===== src/rtl/gomoku_move_ctrl.sv =====
// gomoku_move_ctrl: cursor control, move issue and turn sequencing for the gomoku board
module gomoku_move_ctrl #(
    parameter int BOARD_N = 7,
    parameter int COORD_W = 3,
    parameter int CNT_W   = 6
) (
    input  logic               clk,
    input  logic               resetn,
    input  logic               btn_up,
    input  logic               btn_down,
    input  logic               btn_left,
    input  logic               btn_right,
    input  logic               btn_place,
    input  logic [1:0]         cell_val,
    input  logic [1:0]         game_state,
    output logic [COORD_W-1:0] cur_x,
    output logic [COORD_W-1:0] cur_y,
    output logic               go,
    output logic [COORD_W-1:0] x,
    output logic [COORD_W-1:0] y,
    output logic               color,
    output logic [CNT_W-1:0]   move_count,
    output logic               reject,
    output logic               game_over,
    output logic [1:0]         winner,
    output logic               draw
);
    typedef enum logic [2:0] {IDLE, CHECK, ISSUE, EVAL, OVER} state_t;

    localparam logic [COORD_W-1:0] MAX  = COORD_W'(BOARD_N - 1);
    localparam logic [COORD_W-1:0] MID  = COORD_W'(BOARD_N / 2);
    localparam logic [CNT_W-1:0]   FULL = CNT_W'(BOARD_N * BOARD_N);

    state_t             state, state_n;
    logic [COORD_W-1:0] cur_x_n, cur_y_n, x_n, y_n;
    logic [CNT_W-1:0]   count_n, count_inc;
    logic               go_n, color_n, reject_n, game_over_n, draw_n;
    logic [1:0]         winner_n;

    // next-state and next-output logic; go and reject default low so they pulse
    always_comb begin
        state_n     = state;
        cur_x_n     = cur_x;
        cur_y_n     = cur_y;
        x_n         = x;
        y_n         = y;
        go_n        = 1'b0;
        reject_n    = 1'b0;
        color_n     = color;
        count_n     = move_count;
        game_over_n = game_over;
        winner_n    = winner;
        draw_n      = draw;
        count_inc   = move_count + 1'b1;
        case (state)
            IDLE: begin
                if (btn_place) begin
                    state_n = CHECK;
                end else begin
                    cur_x_n = (btn_left && !btn_right && cur_x != '0) ? cur_x - 1'b1 :
                              (btn_right && !btn_left && cur_x != MAX) ? cur_x + 1'b1 : cur_x;
                    cur_y_n = (btn_up && !btn_down && cur_y != '0) ? cur_y - 1'b1 :
                              (btn_down && !btn_up && cur_y != MAX) ? cur_y + 1'b1 : cur_y;
                end
            end
            CHECK: begin
                if (cell_val != 2'd0) begin
                    reject_n = 1'b1;
                    state_n  = IDLE;
                end else begin
                    go_n    = 1'b1;
                    x_n     = cur_x;
                    y_n     = cur_y;
                    state_n = ISSUE;
                end
            end
            ISSUE: state_n = EVAL;
            EVAL: begin
                count_n = count_inc;
                if (game_state != 2'd0) begin
                    state_n     = OVER;
                    game_over_n = 1'b1;
                    winner_n    = game_state;
                end else if (count_inc == FULL) begin
                    state_n     = OVER;
                    game_over_n = 1'b1;
                    draw_n      = 1'b1;
                    winner_n    = 2'd0;
                end else begin
                    color_n = ~color;
                    state_n = IDLE;
                end
            end
            OVER:    state_n = OVER;
            default: state_n = IDLE;
        endcase
    end

    // register state and every output; reset overrides any in-flight move
    always_ff @(posedge clk) begin
        if (!resetn) begin
            state      <= IDLE;
            cur_x      <= MID;
            cur_y      <= MID;
            go         <= 1'b0;
            x          <= '0;
            y          <= '0;
            color      <= 1'b0;
            move_count <= '0;
            reject     <= 1'b0;
            game_over  <= 1'b0;
            winner     <= 2'd0;
            draw       <= 1'b0;
        end else begin
            state      <= state_n;
            cur_x      <= cur_x_n;
            cur_y      <= cur_y_n;
            go         <= go_n;
            x          <= x_n;
            y          <= y_n;
            color      <= color_n;
            move_count <= count_n;
            reject     <= reject_n;
            game_over  <= game_over_n;
            winner     <= winner_n;
            draw       <= draw_n;
        end
    end
endmodule


===== config.mk =====
export PLATFORM = sky130hd
export DESIGN_NAME = gomoku_move_ctrl
export DESIGN_NICKNAME = d
export VERILOG_FILES = /design/src/rtl/gomoku_move_ctrl.sv
export SDC_FILE = /design/constraint.sdc
export NUM_CORES = 1
export LEC_CHECK = 0
export BUFFER_PORTS_ARGS = -buffer_cell sky130_fd_sc_hd__buf_2
export CAP_MARGIN = 40
export CORE_MARGIN = 2
export CORE_UTILIZATION = 47
export DETAILED_ROUTE_END_ITERATION = 10
export HOLD_SLACK_MARGIN = 0.05
export PLACE_DENSITY = 0.74
export SLEW_MARGIN = 10
export SYNTH_ARGS = -nofsm -noshare
export SYNTH_HDL_FRONTEND = slang
export SYNTH_SLANG_ARGS = --single-unit

===== constraint.sdc =====
create_clock -name clk -period 1.8 [get_ports clk]
set_input_delay 0.45 -clock clk [delete_from_list [all_inputs] [get_ports clk]]
set_output_delay 0.45 -clock clk [all_outputs]
set_load 0.005 [all_outputs]

After elaboration in Yosys (flattened, before gate mapping)
Cells that the tools add are included.
- word-level logic and storage cells: 72
- register bits after elaboration: 28
- output and inout port bits: 25
- input bits: 11
- $add $sub $neg: 5
- eq/ne operators: 8
- multiplexer cells: 15
- bitwise operators: 5
- reduce and logical (&&, ||, !) cells: 27
- operators with widths (kind ; count):
    2-to-1 mux 3 bit ; 7
    case mux 3 bit (5 select lines) ; 1
    AND reduction 3 bit ; 4
    nonzero test 2 bit ; 5
    logical AND 1 bit ; 8
    adder 3 x 1 -> 3 bit (second input constant) ; 2
    adder 6 x 1 -> 6 bit (second input constant) ; 1
    == test 3 x 2 -> 1 bit (second input constant) ; 2
    == test 6 bit (second input constant) ; 1
    2-to-1 mux 2 bit ; 3
    != test 3 bit (second input constant) ; 2
    AND reduction 2 bit ; 3
    nonzero test 3 bit ; 2
    subtractor 3 x 1 -> 3 bit (second input constant) ; 2
    NOT 1 bit ; 5
    zero test 1 bit ; 4
    2-to-1 mux 1 bit ; 4
    == test 3 x 1 -> 1 bit (second input constant) ; 1
    == test 3 bit (second input constant) ; 1
    zero test 3 bit ; 1
    != test 2 bit (second input constant) ; 1

Longest topological paths before layout
Gate-level depths: netlist of the first run.
- depth in word-level cells: 5
- gate-level depth with buffers: 7
- depth with buffers taken out: 7

Least setup slack after synthesis of the first run
OpenSTA, ideal clock, no wires.
- path type: input port to flip-flop
- start: input btn_right
- end: register cur_x[2]
- setup slack: 0.054 ns
- data arrival time: 1.674 ns
- required time: 1.728 ns
- stages on the path: 7
- setup time: 0.072 ns
- path buffers: 0
- cells stage by stage: and2b_2 -> nand2_1 -> fa_1 -> inv_1 -> a21oi_1 -> nor4b_2 -> mux2i_1
- longest elaborated chain between the ends: 5
- elaborated cells on any way between the ends: 8
- classes of those cells: mux (1); reduce/logical (7)
- ends and longest elaborated chain (item ; line ; source):
    from (decl) ; 12 ; input logic btn_right,
    zero test 1 bit ; 60 ; cur_x_n = (btn_left && !btn_right && cur_x != '0) ? cur_x - 1'b1 :
    logical AND 1 bit (2 in a row) ; 60 ;
    nonzero test 2 bit (no line) ; n/a ;
    AND reduction 3 bit (no line) ; n/a ;
    to (signal assigned) ; 116 ; cur_x <= cur_x_n;
    to (decl) ; 16 ; output logic [COORD_W-1:0] cur_x,
Parallel ways exist; a longest one is shown, timed or not.
A chain may end at the register's enable or synchronous reset.

Worst setup path after layout of the first run
- start: register cur_x[1]
- end: register cur_x[2]
- longest elaborated chain between the ends: 4
- elaborated cells on any way between the ends: 10
- classes of those cells: add/sub (2); eq/ne (1); mux (2); reduce/logical (5)
- ends and longest elaborated chain (item):
    parallel branches: the longest is 4 deep, another holds adder 3 x 1 -> 3 bit
Parallel ways; which one is timed is not known. The select of a mux whose other input is x is not followed.

==> results of run 1 <==
cells by family after synthesis:
group	synth area share (%)
adder cells (fa/ha/maj)	4.29
flip-flops	37.0
buffers and inverters	4.05
multiplexers	1.32
AND/OR/NAND/NOR	34.6
AO/OA/AOI/OAI	16.4
XOR/XNOR	2.31
report_power, final:
part           total (mW)  internal (mW)  switching (mW)
combinational       0.189         0.0944          0.0942
clock               0.413          0.225           0.187
sequential          0.658          0.640          0.0176
layout make-up:
cell class | instances | share of cell area, %
multi-input cells | 131 | 47.8
well taps | 44 | 2.89
flip-flops and latches | 28 | 29.7
clock buffers | 3 | 1.18
clock inverters | 1 | 1.57
repair buffers | 49 | 14.7
inverters | 11 | 2.17
per-layer routing:
metal  vias up  GRT usage, %
met5         -             0
met4         0          6.52
met3         2          3.41
met2        37          34.4
met1       673          22.2
li1        722             -
state kept, by name, summed over array words and instances (netlist names):
| name | flops |
|---|---|
| cur_x | 3 |
| draw | 1 |
| color | 1 |
| state | 3 |
| game_over | 1 |
| go | 1 |
| move_count | 6 |
| y | 3 |
| x | 3 |
| winner | 2 |
| reject | 1 |
| cur_y | 3 |
layout by cell type, fill, tap and decap left out, types with 3 or more instances in the layout:
| cell | Yosys | final |
|---|---|---|
| nand4_1 | 3 | 3 |
| o21ai_0 | 6 | 6 |
| nand3b_1 | 3 | 3 |
| nand2_1 | 27 | 27 |
| and2_1 | 3 | 3 |
| xnor2_1 | 4 | 4 |
| dfxtp_1 | 28 | 25 |
| nor2b_1 | 3 | 3 |
| a21oi_1 | 6 | 6 |
| a21boi_0 | 9 | 9 |
| or3_1 | 4 | 4 |
| nand2b_1 | 5 | 5 |
| clkbuf_4 | 0 | 3 |
| nand3_1 | 11 | 11 |
| buf_4 | 0 | 14 |
| nor3_1 | 4 | 4 |
| or3b_2 | 3 | 3 |
| buf_2 | 1 | 35 |
| nor2_1 | 4 | 4 |
| inv_1 | 11 | 11 |
how the worst max path moves through the flow:
stage / startpoint / end / slack, ns / cells past startpoint
after floorplan: btn_right / cur_x[2] / 0.05 / 7
after global placement: btn_down / cur_y[2] / -0.01 / 8
after detailed placement: btn_down / cur_y[2] / -0.09 / 8
after CTS: cur_y[0] / cur_y[1] / 0.03 / 4
after global routing: cur_y[0] / cur_y[2] / -0.005 / 7
final: cur_x[1] / cur_x[2] / 0.07 / 8
per-stage QoR:
| stage | TNS (ns) | instances | area, µm² |
|---|---|---|---|
| final | 0 | 267 | 1910 |
| after global routing | -0.00652 | 267 | 1910 |
| after CTS | 0 | 267 | 1880 |
| after detailed placement | -0.170 | 263 | 1830 |
| after global placement | -0.0219 | 263 | 1830 |
| after floorplan | 0 | 175 | 1520 |
worst reg2reg max path: stages (launching register included):
cell and delay (ns):
dfxtp_1 0.35, or3_1 0.41, nand2_1 0.10, fa_1 0.16, inv_1 0.06, buf_4 0.12
nand3_1 0.06, nor4b_4 0.20, mux2i_1 0.20
synthesized netlist by cell type (2+ instances only):
cell type	count
dfxtp_1	28
nand2_1	27
inv_1	11
nand3_1	11
a21boi_0	9
a21oi_1	6
o21ai_0	6
nand2b_1	5
clkbuf_1	4
nor2_1	4
nor3_1	4
or3_1	4
xnor2_1	4
and2_1	3
nand3b_1	3
nand4_1	3
nor2b_1	3
or3b_2	3
a22o_1	2
and2b_2	2
and3b_1	2
and3b_2	2
fa_1	2
ha_1	2
mux2i_1	2
nand4b_1	2
nor4b_2	2
o211ai_1	2
o21bai_4	2
o311ai_0	2
==> key figures, run 1 <==
Route
  – Met1 wire length: 1480 µm
  – Total routed wirelength: 3330 µm
  – TritonRoute pass-1 iters: 4
  – 1st-iter DRT viols: 69
  – Met2 wire len: 1680 µm
  – DR vias/cell: 5.37
  – Met3 WL post-DR: 155 µm
  – Vias: 1,434
  – Top layer in use: met4
  – Number of remaining DRC errors: 0
  – Wire per inst: 12.5 µm
  – Final ANT Viol Nets: 0

Final layout
  – Area Growth Syn to Fin: 25.8%
  – Filler cell count: 286
  – Area of the multi-input gates: 911 µm²
  – Final Util: 62.5%
  – Fraction of layout cells with a size suffix above 1: 30.9%
  – Final #Nets: 239
  – Register area: 567 µm²
  – N_diodes: 0

GRT
  – Global-route wire length before repair: 5290 µm
  – Vias in the first global route: 1,239
  – Initial antenna violation count: 0
  – Largest net degree at the start of global routing: 35
  – Total Routing Usage GR: 18.9%
  – Grt total ovfl: 0

STA
  – Fmax: 578 MHz
  – Final Hold Viols: 0
  – Fin crit period: 1.73 ns
  – Final Setup Violations: 0
  – Hold_ws: 0.270 ns
  – Clk_skew: 0.00822 ns
  – Slew of the pin with the lowest slew margin: 0.463 ns
  – Max Slew Vio Count: 0
  – Setup ws final: 0.0692 ns
  – Tcrit/Tclk final: 96.2%
  – Max-slew headroom: 69.0%

Worst setup path
  – Critical R2R Capture: cur_x[2]
  – Crit path required time: 2.08 ns
  – Setup crit end kind: register
  – RR Startpoint: cur_x[1]
  – Worst path max stage delay: 0.41 ns
  – CP Cell Sequence: or3_1 > nand2_1 > fa_1 > inv_1 > buf_4 > nand3_1 > nor4b_4 > mux2i_1
  – Crit path DAT: 2.01 ns
  – WP buf/inv: 2
  – Crit Path Max Fanout: 3
  – Crit path kind: register to register
  – R2r worst-path depth: 8
  – CP top delay family: simple AND/OR/NAND/NOR gates
  – Slowest cell on crit path: or3_1
  – Reg2Reg Setup Slack: 0.07 ns
  – CP Launch Type: register

Clock network
  – TritonCTS clock tree: yes
  – H-tree Lvls: 1
  – Post-CTS Setup Inserts: 0
  – Later-pin clock latency in the skew report: 0.33 ns
  – CTS sink cnt: 28
  – Clk buf depth: 2
  – CTS buffer count: 3
  – CTS Hold Bufs: 0
  – CTS Root Cell: clkbuf_4
  – Post-cts sizing count: 0
  – Worst-path clk slew: 0.16 ns

Floorplanning
  – Die Height: 60.8 µm
  – Die Area: 3690 µm²
  – Boundary Pins: 36
  – Initial Utilization: 49.6%
  – Row cnt: 20
  – Core box area: 3050 µm²
  – Chip Width: 60.8 µm

Power
  – Peak VDD IR: 0.269 mV
  – Lkg Pwr: 0.835 nW
  – PD cells: 660 nW/µm²
  – Power, Total: 1.26 mW

Yosys
  – Post-synthesis instance total: 175
  – Mapped Avg Cell Area: 8.66 µm²
  – EDFF count, synth: 0
  – Asr flop ratio synth: 0%
  – Yosys cell types: 43
  – Synth top area share: 37.0%
  – Syn_nets: 190
  – Seq/Total Area, Yosys: 37.0%
  – Synth area leader: dfxtp_1
  – Cell area after synthesis: 1520 µm²
  – Warnings from Yosys: 0
  – FF+latch count, synth: 28
  – Post-synth top flop: dfxtp_1
  – Area contributors post-synth: dfxtp_1 37%, nand2_1 6.7%, a21boi_0 4.5%, nand3_1 3.6%, inv_1 2.7%

Min path
  – Hold Path Origin: cell_val[0]
  – Worst Hold End: go
  – Worst Hold Depth: 2
  – Worst min path class: input port to register

Place
  – I/O Buffers: 35
  – Detail Placement HPWL: 2490 µm
  – Pre-CTS worst setup slack: -0.0892 ns
  – Routability-driven placement congestion ratio: 0.784

Outcome
  – Status: finished clean

Run
  – Max cap viols: 0
Note: power is estimated with default switching activity, not from simulation.
==> inputs of run 2 (changes only) <==
--- a/config.mk
+++ b/config.mk
@@ -9,6 +9,7 @@
 export CAP_MARGIN = 40
 export CORE_MARGIN = 2
 export CORE_UTILIZATION = 47
+export CTS_CLUSTER_DIAMETER = 40
 export DETAILED_ROUTE_END_ITERATION = 10
 export HOLD_SLACK_MARGIN = 0.05
 export PLACE_DENSITY = 0.74
==> constraint.sdc (replaced) <==
create_clock -name clk -period 1.8 [get_ports clk]
set_input_delay 0.36 -clock clk [delete_from_list [all_inputs] [get_ports clk]]
set_output_delay 0.36 -clock clk [all_outputs]
set_load 0.005 [all_outputs]
==> key figures, run 2 (synthesis gave the netlist of run 1 again) <==
Clock network
  – Clk buf depth: 2 (unchanged)
  – CTS buffer count: 3 (unchanged)
  – Post-CTS Setup Inserts: 0 (unchanged)
  – CTS sink cnt: 28 (unchanged)
  – Later-pin clock latency in the skew report: 0.32 ns (about the same)
  – Worst-path clk slew: 0.15 ns (about the same)
  – H-tree Lvls: 1 (unchanged)
  – TritonCTS clock tree: yes
  – CTS Hold Bufs: 0 (unchanged)
  – CTS Root Cell: clkbuf_4

GRT
  – Grt total ovfl: 0 (unchanged)
  – Largest net degree at the start of global routing: 35 (unchanged)
  – Vias in the first global route: 1,282 (+3.5%)
  – Initial antenna violation count: 0 (unchanged)
  – Global-route wire length before repair: 5350 µm (+1.2%)
  – Total Routing Usage GR: 19.0% (+0.071 points)

Min path
  – Hold Path Origin: cell_val[0]
  – Worst min path class: input port to register
  – Worst Hold Depth: 2 (unchanged)
  – Worst Hold End: go

STA
  – Tcrit/Tclk final: 95.4% (-0.78 points)
  – Slew of the pin with the lowest slew margin: 0.436 ns (-0.0268 ns)
  – Sum of negative setup slack: 0 ns (unchanged)
  – Fin crit period: 1.72 ns (-0.0140 ns)
  – Fmax: 582 MHz (+0.81%)
  – Max-slew headroom: 70.8% (+1.8 points)
  – Clk_skew: 0.00844 ns (+0.000218 ns)
  – Max Slew Vio Count: 0 (unchanged)
  – Final Hold Viols: 0 (unchanged)
  – Setup ws final: 0.0831 ns (+0.0140 ns)
  – Final Setup Violations: 0 (unchanged)

Floorplanning
  – Chip Width: 60.8 µm (unchanged)
  – Boundary Pins: 36 (unchanged)
  – Row cnt: 20 (unchanged)
  – Die Height: 60.8 µm (unchanged)
  – Initial Utilization: 49.6% (unchanged)
  – Die Area: 3690 µm² (unchanged)
  – Core box area: 3050 µm² (unchanged)

Route
  – TritonRoute pass-1 iters: 4 (unchanged)
  – 1st-iter DRT viols: 50 (-28%)
  – DR vias/cell: 5.26 (-2.1%)
  – Wire per inst: 12.5 µm (-0.18%)
  – Vias: 1,393 (-2.9%)
  – Number of remaining DRC errors: 0 (unchanged)
  – Total routed wirelength: 3300 µm (-0.93%)
  – Final ANT Viol Nets: 0 (unchanged)

Worst setup path
  – Setup crit end kind: register
  – Crit path required time: 2.02 ns (-0.06 ns)
  – Crit path kind: register to register
  – Crit path DAT: 1.93 ns (-0.08 ns)
  – CP Launch Type: register
  – R2r worst-path depth: 4 (-4)
  – Reg2Reg Setup Slack: 0.08 ns (about the same)
  – RR Startpoint: cur_y[0]
  – Critical R2R Capture: cur_y[1]
  – Crit Path Max Fanout: 7 (+4)

Final layout
  – Largest register FFs: 6 (unchanged)
  – Leading cell type in the layout, fill and taps excluded: buf_2
  – Final Util: 61.0% (-1.4 points)
  – N_diodes: 0 (unchanged)
  – Area Growth Syn to Fin: 23.0%
  – Filler cell count: 289 (+1.0%)
  – Design Area, Final: 1860 µm² (-2.3%)
  – Area of the multi-input gates: 901 µm² (-1.1%)
  – Top reg by flops: move_count
  – Commonest cells after routing, fill and taps aside: 35 x buf_2, 27 x nand2_1, 24 x dfxtp_1, 13 x buf_4
  – Final #Nets: 238 (-0.42%)
  – Register area: 571 µm² (+0.66%)
  – Fraction of layout cells with a size suffix above 1: 31.2% (+0.28 points)

Place
  – Detail Placement HPWL: 2410 µm (-3.0%)
  – Pre-CTS worst setup slack: -0.00412 ns (+0.0851 ns)
  – DP Area: 1820 µm² (-0.41%)
  – Routability-driven placement congestion ratio: 0.788 (+0.56%)
  – I/O Buffers: 35 (unchanged)

Outcome
  – Status: finished clean

Power
  – Peak VDD IR: 0.267 mV (-0.59%)
  – PD cells: 581 nW/µm² (-12%)
  – Lkg Pwr: 0.807 nW (-3.4%)
  – Power, Total: 1.08 mW (-14%)

Run
  – Max cap viols: 0 (unchanged)
==> run 2: through the flow <==
stage                     instances  hold WS, ns
after floorplan                 175        0.437
after global placement          262        0.443
after detailed placement        262        0.449
after CTS                       265        0.176
after global routing            265        0.183
final                           265        0.192
==> run 2: layout make-up <==
cell class	instances	area share (%)
Inverter	11	2.22
Timing Repair Buffer	48	14.6
Clock buffer	3	1.21
Multi-Input combinational cell	131	48.4
Tap cell	44	2.95
Sequential cell	28	30.6
==> run 2: worst max path at each step <==
stage                             start         to  slack (ns)  cells past startpoint
after floorplan               btn_right   cur_x[2]        0.14                      7
after detailed placement       btn_down   cur_y[2]      -0.004                      8
after CTS                      cur_y[0]   cur_y[2]        0.03                      7
after global routing      move_count[0]  winner[1]      -0.007                      5
final                          cur_y[0]   cur_y[1]        0.08                      4
after global placement         btn_down   cur_y[2]        0.07                      8
==> run 2: timing repair <==
item / 4_1_cts / 5_1_grt
endpoints found under the setup margin: 0 / 6
gates resized for setup: 0 / 7
endpoints found under the hold margin: 0 / 0
==> run 2: where the power goes <==
part           switching (mW)  internal, mW  total [mW]
Combinational          0.0863        0.0844       0.171
Sequential             0.0182         0.640       0.658
Clock                   0.175        0.0784       0.253
Total                   0.279         0.803        1.08
==> run 2: critical path: stages (launching register included) <==
cell and delay, ns:
dfxtp_4 0.39, or3_1 0.41, nand2_1 0.11, fa_1 0.41
o311ai_0 0.31
==> run 2: routing by layer <==
layer	vias to the layer above	GRT usage [%]	share of wire, %
li1	713	-	-
met1	647	22.4	45
met2	31	33.9	50
met3	2	2.99	4.6
met4	0	8.07	0.73
met5	-	0	0
